<file path="config.mk">
export PLATFORM = sky130hd
export DESIGN_NAME = por_sw_conditioner_flat
export DESIGN_NICKNAME = d
export VERILOG_FILES = /design/src/rtl/por_sw_conditioner_if.sv /design/src/rtl/por_sw_conditioner.sv /design/src/flat_wrapper.sv
export SDC_FILE = /design/constraint.sdc
export NUM_CORES = 1
export LEC_CHECK = 0
export CORE_UTILIZATION = 40
export CTS_CLUSTER_DIAMETER = 30
export DETAILED_ROUTE_END_ITERATION = 16
export SETUP_SLACK_MARGIN = 0.4
export SYNTH_ARGS = -nofsm -noshare
export SYNTH_HDL_FRONTEND = slang
export SYNTH_SLANG_ARGS = --single-unit
export TNS_END_PERCENT = 1
</file>
<file path="constraint.sdc">
create_clock -name clk_i -period 2.83 [get_ports clk_i]
set_clock_uncertainty 0.2 [all_clocks]
set_input_delay 0.4245 -clock clk_i [delete_from_list [all_inputs] [get_ports clk_i]]
set_output_delay 0.4245 -clock clk_i [all_outputs]
set_load 0.01 [all_outputs]
</file>
<file path="src/rtl/por_sw_conditioner_if.sv">
// rtl/por_sw_conditioner_if.sv - reset request, raw switch inputs and conditioned outputs
interface por_sw_conditioner_if #(
    parameter int NumSw = 13
);
    logic             rst_req_i;
    logic [NumSw-1:0] sw_raw_i;
    logic             rst_n_o;
    logic [NumSw-1:0] sw_o;
    logic [NumSw-1:0] sw_rise_o;
    logic [NumSw-1:0] sw_fall_o;

    modport master (
        output rst_req_i, sw_raw_i,
        input  rst_n_o, sw_o, sw_rise_o, sw_fall_o
    );

    modport slave (
        input  rst_req_i, sw_raw_i,
        output rst_n_o, sw_o, sw_rise_o, sw_fall_o
    );
endinterface

</file>
<file path="src/rtl/por_sw_conditioner.sv">
// rtl/por_sw_conditioner.sv - power-on reset pulse sequencer plus per-channel switch debouncer
module por_sw_conditioner #(
    parameter int               NumSw          = 13,
    parameter logic [NumSw-1:0] ActiveLowSw    = {NumSw{1'b1}},
    parameter int               PreCycles      = 5,
    parameter int               HoldCycles     = 195,
    parameter int               DebounceCycles = 50000
) (
    input  logic                  clk_i,
    input  logic                  rst_i,
    por_sw_conditioner_if.slave   bus
);
    localparam int SeqMax = (PreCycles > HoldCycles) ? PreCycles : HoldCycles;
    localparam int SeqW   = $clog2(SeqMax + 1);
    localparam int DbW    = $clog2(DebounceCycles + 1);

    localparam logic [SeqW-1:0] PreLast  = SeqW'((PreCycles == 0) ? 0 : PreCycles - 1);
    localparam logic [SeqW-1:0] HoldLast = SeqW'(HoldCycles - 1);
    localparam logic [DbW-1:0]  DbLast   = DbW'(DebounceCycles - 1);

    typedef enum logic [1:0] {
        ST_PRE,
        ST_HOLD,
        ST_RUN
    } seq_state_e;

    seq_state_e      state_q, state_d;
    logic [SeqW-1:0] seq_cnt_q, seq_cnt_d;
    logic            rst_n_q, rst_n_d;

    always_comb begin
        state_d   = state_q;
        seq_cnt_d = seq_cnt_q;
        case (state_q)
            ST_PRE: begin
                if (PreCycles == 0 || seq_cnt_q == PreLast) begin
                    state_d   = ST_HOLD;
                    seq_cnt_d = '0;
                end else begin
                    seq_cnt_d = seq_cnt_q + SeqW'(1);
                end
            end
            ST_HOLD: begin
                // A request during hold restarts the full hold window.
                if (bus.rst_req_i) begin
                    seq_cnt_d = '0;
                end else if (seq_cnt_q == HoldLast) begin
                    state_d   = ST_RUN;
                    seq_cnt_d = '0;
                end else begin
                    seq_cnt_d = seq_cnt_q + SeqW'(1);
                end
            end
            ST_RUN: begin
                if (bus.rst_req_i) begin
                    state_d   = ST_HOLD;
                    seq_cnt_d = '0;
                end
            end
            default: begin
                state_d   = ST_PRE;
                seq_cnt_d = '0;
            end
        endcase
        rst_n_d = (state_d != ST_HOLD);
    end

    always_ff @(posedge clk_i) begin
        if (rst_i) begin
            state_q   <= ST_PRE;
            seq_cnt_q <= '0;
            rst_n_q   <= 1'b1;
        end else begin
            state_q   <= state_d;
            seq_cnt_q <= seq_cnt_d;
            rst_n_q   <= rst_n_d;
        end
    end

    logic [NumSw-1:0] sync1_q, sync2_q;
    logic [NumSw-1:0] sw_norm;
    logic [NumSw-1:0] sw_q, sw_d;
    logic [NumSw-1:0] rise_q, rise_d;
    logic [NumSw-1:0] fall_q, fall_d;
    logic [DbW-1:0]   db_cnt_q [NumSw];
    logic [DbW-1:0]   db_cnt_d [NumSw];

    assign sw_norm = sync2_q ^ ActiveLowSw;

    always_comb begin
        sw_d   = sw_q;
        rise_d = '0;
        fall_d = '0;
        for (int i = 0; i < NumSw; i++) begin
            db_cnt_d[i] = '0;
            if (sw_norm[i] != sw_q[i]) begin
                if (db_cnt_q[i] == DbLast) begin
                    sw_d[i]   = sw_norm[i];
                    rise_d[i] = sw_norm[i];
                    fall_d[i] = ~sw_norm[i];
                end else begin
                    db_cnt_d[i] = db_cnt_q[i] + DbW'(1);
                end
            end
        end
    end

    // Synchronisers reset to the polarity-normalised "off" level so reset never looks like a press.
    always_ff @(posedge clk_i) begin
        if (rst_i) begin
            sync1_q  <= ActiveLowSw;
            sync2_q  <= ActiveLowSw;
            sw_q     <= '0;
            rise_q   <= '0;
            fall_q   <= '0;
            db_cnt_q <= '{default: '0};
        end else begin
            sync1_q  <= bus.sw_raw_i;
            sync2_q  <= sync1_q;
            sw_q     <= sw_d;
            rise_q   <= rise_d;
            fall_q   <= fall_d;
            db_cnt_q <= db_cnt_d;
        end
    end

    assign bus.rst_n_o   = rst_n_q;
    assign bus.sw_o      = sw_q;
    assign bus.sw_rise_o = rise_q;
    assign bus.sw_fall_o = fall_q;
endmodule

</file>
<file path="src/flat_wrapper.sv">
// flat-port wrapper written by rule: the top's interface ports become plain ports
module por_sw_conditioner_flat 
#(
    parameter int               NumSw          = 13,
    parameter logic [NumSw-1:0] ActiveLowSw    = {NumSw{1'b1}},
    parameter int               PreCycles      = 5,
    parameter int               HoldCycles     = 195,
    parameter int               DebounceCycles = 50000
)
  (clk_i, rst_i, bus_rst_req_i, bus_sw_raw_i, bus_rst_n_o, bus_sw_o, bus_sw_rise_o, bus_sw_fall_o);
  por_sw_conditioner_if #(.NumSw(NumSw)) bus_i ();
  input  logic clk_i;
  input  logic rst_i;
  input wire logic [$bits(bus_i.rst_req_i)-1:0] bus_rst_req_i;
  input wire logic [$bits(bus_i.sw_raw_i)-1:0] bus_sw_raw_i;
  output wire logic [$bits(bus_i.rst_n_o)-1:0] bus_rst_n_o;
  output wire logic [$bits(bus_i.sw_o)-1:0] bus_sw_o;
  output wire logic [$bits(bus_i.sw_rise_o)-1:0] bus_sw_rise_o;
  output wire logic [$bits(bus_i.sw_fall_o)-1:0] bus_sw_fall_o;
  assign bus_i.rst_req_i = bus_rst_req_i;
  assign bus_i.sw_raw_i = bus_sw_raw_i;
  assign bus_rst_n_o = bus_i.rst_n_o;
  assign bus_sw_o = bus_i.sw_o;
  assign bus_sw_rise_o = bus_i.sw_rise_o;
  assign bus_sw_fall_o = bus_i.sw_fall_o;
  por_sw_conditioner #(.NumSw(NumSw), .ActiveLowSw(ActiveLowSw), .PreCycles(PreCycles), .HoldCycles(HoldCycles), .DebounceCycles(DebounceCycles)) u_core (.clk_i(clk_i), .rst_i(rst_i), .bus(bus_i));
endmodule
</file>
### After elaboration in Yosys (flattened, before gate mapping)

Cells that the tools add are included.

| operators by class | value |
|---|---|
| equality and inequality tests | 32 |
| bitwise logic cells | 40 |
| reduce and logical (&&, ||, !) cells | 40 |
| muxes and demuxes | 10 |
| $add $sub $neg | 14 |

Operators with widths:

| cell | number |
|---|---|
| $add 16x1->16 const B | 13 |
| $eq 16x16->1 const B | 13 |
| $reduce_or 3->1 | 26 |
| $not 1->1 | 39 |
| $mux 8 | 4 |
| $reduce_and 2->1 | 13 |
| $pmux 8 s3 | 1 |
| $ne 1x1->1 | 13 |
| $not 13->13 | 1 |
| $add 8x1->8 const B | 1 |
| $eq 8x3->1 const B | 1 |
| $eq 8x8->1 const B | 1 |
| $mux 2 | 4 |
| $pmux 2 s3 | 1 |
| $eq 2x1->1 const B | 1 |
| $eq 2x2->1 const B | 1 |
| $logic_not 2->1 | 1 |
| $ne 2x1->1 const B | 1 |
| $ne 2x2->1 const B | 1 |

| storage, ports and cells | value |
|---|---|
| input port bits | 16 |
| output and inout port bits | 40 |
| register bits | 284 |

### Longest topological paths before layout

Gate-level depths: netlist of run 1.

| depth | value |
|---|---|
| depth after elaboration | 5 |
| depth in mapped cells | 7 |
| depth with buffers taken out | 6 |

### Worst setup path after synthesis of run 1

No wires, ideal clock.

| timing path | value |
|---|---|
| path kind | register to register |
| start | register u_core.db_cnt_q[96] (netlist name) |
| end | register u_core.db_cnt_q[100] (netlist name) |
| path buffers | 1 |
| arrival | 1832 ps |
| cell stages (with the launch flop) | 7 |
| clock period less this slack | 2150 ps |
| path slack | 680 ps |
| data required time | 2513 ps |
| cells stage by stage | dfxtp_1 ha_1 nand3_1 or4_1 o21ai_1 buf_2 nor2_1 |

| between the ends | value |
|---|---|
| longest elaborated chain between the ends | 2 |

Ends and longest elaborated chain:

| what | line | source |
|---|---|---|
| from (decl) | por_sw_conditioner.sv:85 | `logic [DbW-1:0] db_cnt_q [NumSw];` |
| from (signal assigned) | por_sw_conditioner.sv:123 | `db_cnt_q <= db_cnt_d;` |
| branches (longest 2 deep; another with $add 16x1->16) | -- |  |

Several ways; the timed one is not identified.
A chain may end at the register's enable or synchronous reset.

### Final worst setup path of run 1

| timing path | value |
|---|---|
| start | register u_core.db_cnt_q[96] (netlist name) |
| end | register u_core.db_cnt_q[97] (netlist name) |

Same word-level chain as after synthesis.

==> results.yml, run 1 <==
routing:
  drt_iter0_drc: 489
  dr.pass1.iters: 5
  drtAntennaViolNets: 0
  drt-total-wl_um: 22240
  drc: 0
  vias: 8965
  vias_per_cell: 4.931
  route.detailed.wl_per_inst_um: 12.23
floorplanning:
  die_w_um: 172.5
  core_um2: 28630
  die-area_um2: 29740
  rows: 62
  start_util_pct: 40.61
  die_y_um: 172.5
  num_io_pins: 56
final_layout:
  fin_nets: 1413
  diodes: 0
  area_growth_syn_to_layout_pct: 28.63
  layoutNonFillerInstCount: 1818
  drive_gt1_share_pct: 12.13
cts:
  clock_sinks: 284
  cts_setup_buffers: 0
  clock_path_buffers: 3
  cts_tree: "built"
  clk_pin_slew_ps: 50
  hold_buffers: 0
  postCtsResizedCells: 0
  insertion_delay_ps: 540
  cts-root-buf: "clkbuf_16"
  cts_buffers: 67
  htreeDepth: 3
setup_path:
  rr_startpoint: "u_core.db_cnt_q[96]"
  cpLargestDelayFamily: "simple AND/OR/NAND/NOR gates"
  setup.worst_path.start: "u_core.db_cnt_q[96]"
  critical_path_buf_inv_count: 0
  cp-start-kind: "flip-flop"
  setup.worst_path.end_class: "flip-flop"
  required_ps: 3060
  cp_cell_sequence: "ha_1 > nand3_1 > or4_1 > or2_2 > and3_1"
  cp_max_fo: 7
  cp_data_arrival_time_ps: 2500
  cpMaxStageDelayCell: "or4_1"
  slowest_delay_ps: 640
  path_class: "reg -> reg"
global_routing:
  grt_pass1_vias: 8402
  grt_max_degree: 19
  antenna_found_initial: 0
  grt_use_total_pct: 15.70
  grt_pass1_wl_um: 38770
  grt-ovfl-total: 0
sta:
  finalMaxSlewViolations: 0
  setup_viol: 0
  finalWorstPathRequiredPeriod_ps: 2267
  hold_slack_ps: 69.05
  setup-tns-final_ps: 0
  fmax_ghz: 0.4412
  finalCritPeriodShare_pct: 80.09
  rsz0062_at_grt: "false"
  hold_violations: 0
  maxSlewHeadroom_pct: 59.96
  setup_slack_ps: 563.4
  worst_slew_pin_slew_ps: 598.9
synthesis:
  ys_warn_count: 0
  yosysSeqAreaShare_pct: 48.91
  synthTopCellsByCount: "dfxtp_1 (284), nor2_1 (207), xnor2_1 (96), nand2_1 (82), xor2_1 (76)"
  synth_edf_count: 0
  synth_area_leader_cell: "dfxtp_1"
  synth_fp_nets: 1314
  synth.distinct_cells: 55
  synthesis.area_um2: 11620
  netlist.area_leader.share_pct: 48.91
  avgSynthCellArea_um2: 9.067
  synth.area.top_cells: "dfxtp_1 (49%), xnor2_1 (7.2%), nor2_1 (6.7%)"
  synth-main-ff-cell: "dfxtp_1"
  async_flop_share_pct: 0
  yosysMostFrequentCell: "dfxtp_1"
  synth.ff_latch_count: 284
  synthCells: 1282
placed_design:
  dp_hpwl_um: 14250
  pre_cts_slack_ps: 581.4
  place.gp.congestion: 0.7782
  port_buffers: 55
  place_inst: 1696
flow_run:
  cap_violations: 0
power:
  power.density_nw_per_um2: 810.1
  p_leak_nw: 5.022
  ir_worst_vdd_mv: 0.6449
min_path:
  worst_hold_path_type: "in -> reg"
  hold_start: "rst_i"
status:
  status: "finished, final reports clean"
[logic make-up (layout without fill, tap and decap cells)]
logic type,Yosys count,after routing,synth area share [%]
AND/OR/NAND/NOR,655,655,29.43
buffers and inverters,74,226,2.508
XOR/XNOR,172,172,12.96
adder cells (fa/ha/maj),16,16,1.722
flip-flops,284,284,48.91
multiplexers,7,7,0.6136
AO/OA/AOI/OAI,74,74,3.854
[layer usage]
metal / GRT usage (%) / vias up / share of wire [%]
met5: 0 / - / 0
met4: 7.118 / 0 / 2.6
met3: 4.120 / 50 / 4.1
met2: 23.84 / 128 / 44
met1: 20.77 / 4121 / 49
li1: - / 4666 / -
[stage by stage]
| stage | total power, mW | util [%] | cell area [µm²] |
|---|---|---|---|
| after floorplan | 4.227 | - | 11620 |
| after global placement | 4.290 | 43.96 | 12580 |
| after detailed placement | 4.292 | 43.96 | 12580 |
| after CTS | 12.29 | 52.23 | 14950 |
| after global routing | 12.56 | 52.23 | 14950 |
| final | 12.11 | 52.23 | 14950 |
[flip-flops by register name (all words and copies together), names as in the netlist]
name,cells
u_core.bus.sw_o,13
u_core.bus.sw_rise_o,13
u_core.db_cnt_q,208
u_core.state_q,2
u_core.seq_cnt_q,8
u_core.bus.rst_n_o,1
u_core.sync2_q,13
u_core.bus.sw_fall_o,13
u_core.sync1_q,13
[layout by cell type (no fill, tap or decap), types with 3 or more instances in the layout]
cell,count
dfxtp_1,284
nor2_1,207
xnor2_1,96
nand2_1,82
xor2_1,76
nand3_1,75
clkbuf_16,70
nor3_1,55
clkdlybuf4s50_1,54
nand4_1,50
inv_1,37
or2_2,36
a21oi_1,32
nor4_1,29
and4_1,24
and3_1,19
or3_1,18
o21ai_0,17
ha_1,16
nor4bb_1,12
clkinv_2,11
buf_4,11
bufinv_16,10
clkbuf_1,9
nor4b_1,8
or4_1,8
clkinvlp_4,7
and4b_1,6
and2_1,6
mux2i_1,6
clkinv_4,5
clkbuf_8,5
nand4b_1,4
o221ai_1,4
o31ai_1,4
a211oi_1,3
a31o_2,3
o21a_1,3
inv_6,3
[cell type report]
class,count,area [µm²]
fill,2612,13670
sequential,284,5685
multi-input combinational,924,5647
clock buffer,84,1854
timing repair buffer,66,628.1
clock inverter,38,514.2
tap,384,480.5
inverter,38,142.6
[final timing paths]
kind	endpoint	slack, ps	cells after the start
setup / recovery	u_core.db_cnt_q[97]	560	5
hold / removal	u_core.bus.sw_o[4]	70	2
setup reg to reg	u_core.db_cnt_q[97]	560	5
hold reg to reg	u_core.sync2_q[3]	200	1
[report_power, final]
part	leakage [nW]	switching, mW	total, mW	internal [mW]
Sequential	2.29	0.0267	4.07	4.05
Combinational	1.58	0.0801	0.145	0.0651
Clock	1.15	2.34	7.90	5.56
Power figures use the tool's default switching activity.
==> inputs of run 2 (changes only) <==
==> constraint.sdc (replaced) <==
create_clock -name clk_i -period 2 [get_ports clk_i]
set_clock_uncertainty 0.2 [all_clocks]
set_input_delay 0.3 -clock clk_i [delete_from_list [all_inputs] [get_ports clk_i]]
set_output_delay 0.3 -clock clk_i [all_outputs]
set_load 0.01 [all_outputs]
==> run 2 against run 1 <==
  * Critical endpoint is now u_core.bus.sw_o[9]
  * Sequential share of layout area shrank 3.7 points
  * Cell count grew 4.3%
  * Total power grew 48%
  * First-iteration DRC count shrank 32%
  * Clock power grew 49%
  * The run now ends with setup timing left
  * Clock-buffer cell count shrank 4
  * Flip-flop and latch count is the same
  * Core utilization grew 7.0 points
  * Critical path depth shrank 1
  * Largest cell class is now multi-input gates
  * Global-route usage grew 0.72 points
  * Die area is the same
  * Highest routed layer unchanged
==> results.yml, run 2 (synthesis gave the netlist of run 1 again) <==
floorplanning:
  num_io_pins: 56
  die-area_um2: 29740
  start_util_pct: 40.61
  die_y_um: 172.5
  rows: 62
  die_w_um: 172.5
  core_um2: 28630
cts:
  clock_path_buffers: 3
  insertion_delay_ps: 560
  htreeDepth: 3
  cts_buffers: 68
  clock_sinks: 284
  cts_tree: "built"
  clk_pin_slew_ps: 40
  cts-root-buf: "clkbuf_16"
routing:
  dr.pass1.iters: 4
  drtAntennaViolNets: 0
  drt_iter0_drc: 334
  drt-total-wl_um: 24650
  drc: 0
  vias_per_cell: 4.966
  vias: 9415
  route.detailed.wl_per_inst_um: 13.00
flow_run:
  cap_violations: 0
final_layout:
  layout.cells.most_common_list: "dfxtp_1 (216), nor2_1 (129), xnor2_1 (96), xor2_1 (76), nand2_1 (76)"
  fin_nets: 1488
  largest_reg_flops: 208
  layoutNonFillerInstCount: 1896
  fill_cells: 2419
  layout_commonest_cell: "dfxtp_1"
  drive_gt1_share_pct: 36.60
  final_util_pct: 59.23
  design_area_um2: 16960
  largest_register: "u_core.db_cnt_q"
  area_growth_syn_to_layout_pct: 45.87
power:
  power_mw: 17.87
  ir_worst_vdd_mv: 0.8576
  p_leak_nw: 5.645
  power.density_nw_per_um2: 1054
status:
  violations: "setup timing"
  status: "finished with violations"
sta:
  finalWorstPathRequiredPeriod_ps: 2144
  rsz0062_at_grt: "true"
  setup-tns-final_ps: -1122
  hold_violations: 0
  setup_slack_ps: -144.2
  hold_slack_ps: 8.473
  fmax_ghz: 0.4664
  worst_slew_pin_slew_ps: 414.0
  finalMaxSlewViolations: 0
  maxSlewHeadroom_pct: 72.04
  setup_viol: 20
  finalCritPeriodShare_pct: 107.2
setup_path:
  path_class: "reg -> reg"
  required_ps: 2280
  cp_max_fo: 4
  cp-start-kind: "flip-flop"
  setup.worst_path.end_class: "flip-flop"
  cp_data_arrival_time_ps: 2420
placed_design:
  dp_hpwl_um: 14960
  place_area_um2: 13220
  port_buffers: 55
  place_inst: 1769
  place.gp.congestion: 0.7698
  pre_cts_slack_ps: -209.4
global_routing:
  grt_use_total_pct: 16.41
  antenna_found_initial: 1
  grt_pass1_vias: 8970
  grt_pass1_wl_um: 40190
  grt_max_degree: 24
  grt-ovfl-total: 0
min_path:
  worst_hold_path_type: "in -> reg"
[run 2: repair_timing]
| item | 4_1_cts | 5_1_grt |
|---|---|---|
| endpoints found under the hold margin | 0 | 0 |
| gates resized for setup | 307 | 236 |
| hold buffers | 0 | 0 |
| pin swaps | 157 | 152 |
| buffers inserted | 1 | 0 |
| setup endpoints to repair | 279 | 260 |
[run 2: report_power, final]
group / internal (mW) / total (mW) / switching [mW]
Sequential: 5.71 / 5.75 / 0.0439
Combinational: 0.136 / 0.298 / 0.162
Clock: 8.29 / 11.8 / 3.53
[run 2: area by class of cell]
| class | count | area [µm²] | share of cell area, % |
|---|---|---|---|
| multi-input cells | 924 | 6860 | 40.46 |
| flip-flops and latches | 284 | 5813 | 34.29 |
| clock buffers | 80 | 1871 | 11.03 |
| repair buffers | 140 | 1151 | 6.789 |
| clock inverters | 45 | 634.4 | 3.741 |
| well taps | 384 | 480.5 | 2.834 |
| inverters | 38 | 142.6 | 0.8413 |
| diodes | 1 | 2.502 | 0.01476 |
[run 2: final timing paths]
check / startpoint / endpoint / cells after the start / slack [ps]
setup / recovery: u_core.db_cnt_q[60] / u_core.bus.sw_o[9] / 4 / -140
setup reg to reg: u_core.db_cnt_q[60] / u_core.bus.sw_o[9] / 4 / -140
hold / removal: rst_i / u_core.bus.sw_fall_o[6] / 2 / 8
hold reg to reg: u_core.sync1_q[5] / u_core.sync2_q[5] / 1 / 200
[run 2: metal layers]
metal,vias up,track usage (%),wire [µm]
met3,57,3.983,895
met2,113,27.31,11990
met5,-,0,0
met1,4414,19.85,11090
li1,4831,-,-
met4,0,7.772,684
[run 2: worst max-delay path, cell delays in order (launching register included)]
cell,delay [ps]
dfxtp_1,300
or4_1,520
or4_4,560
or3_4,390
a21oi_2,120
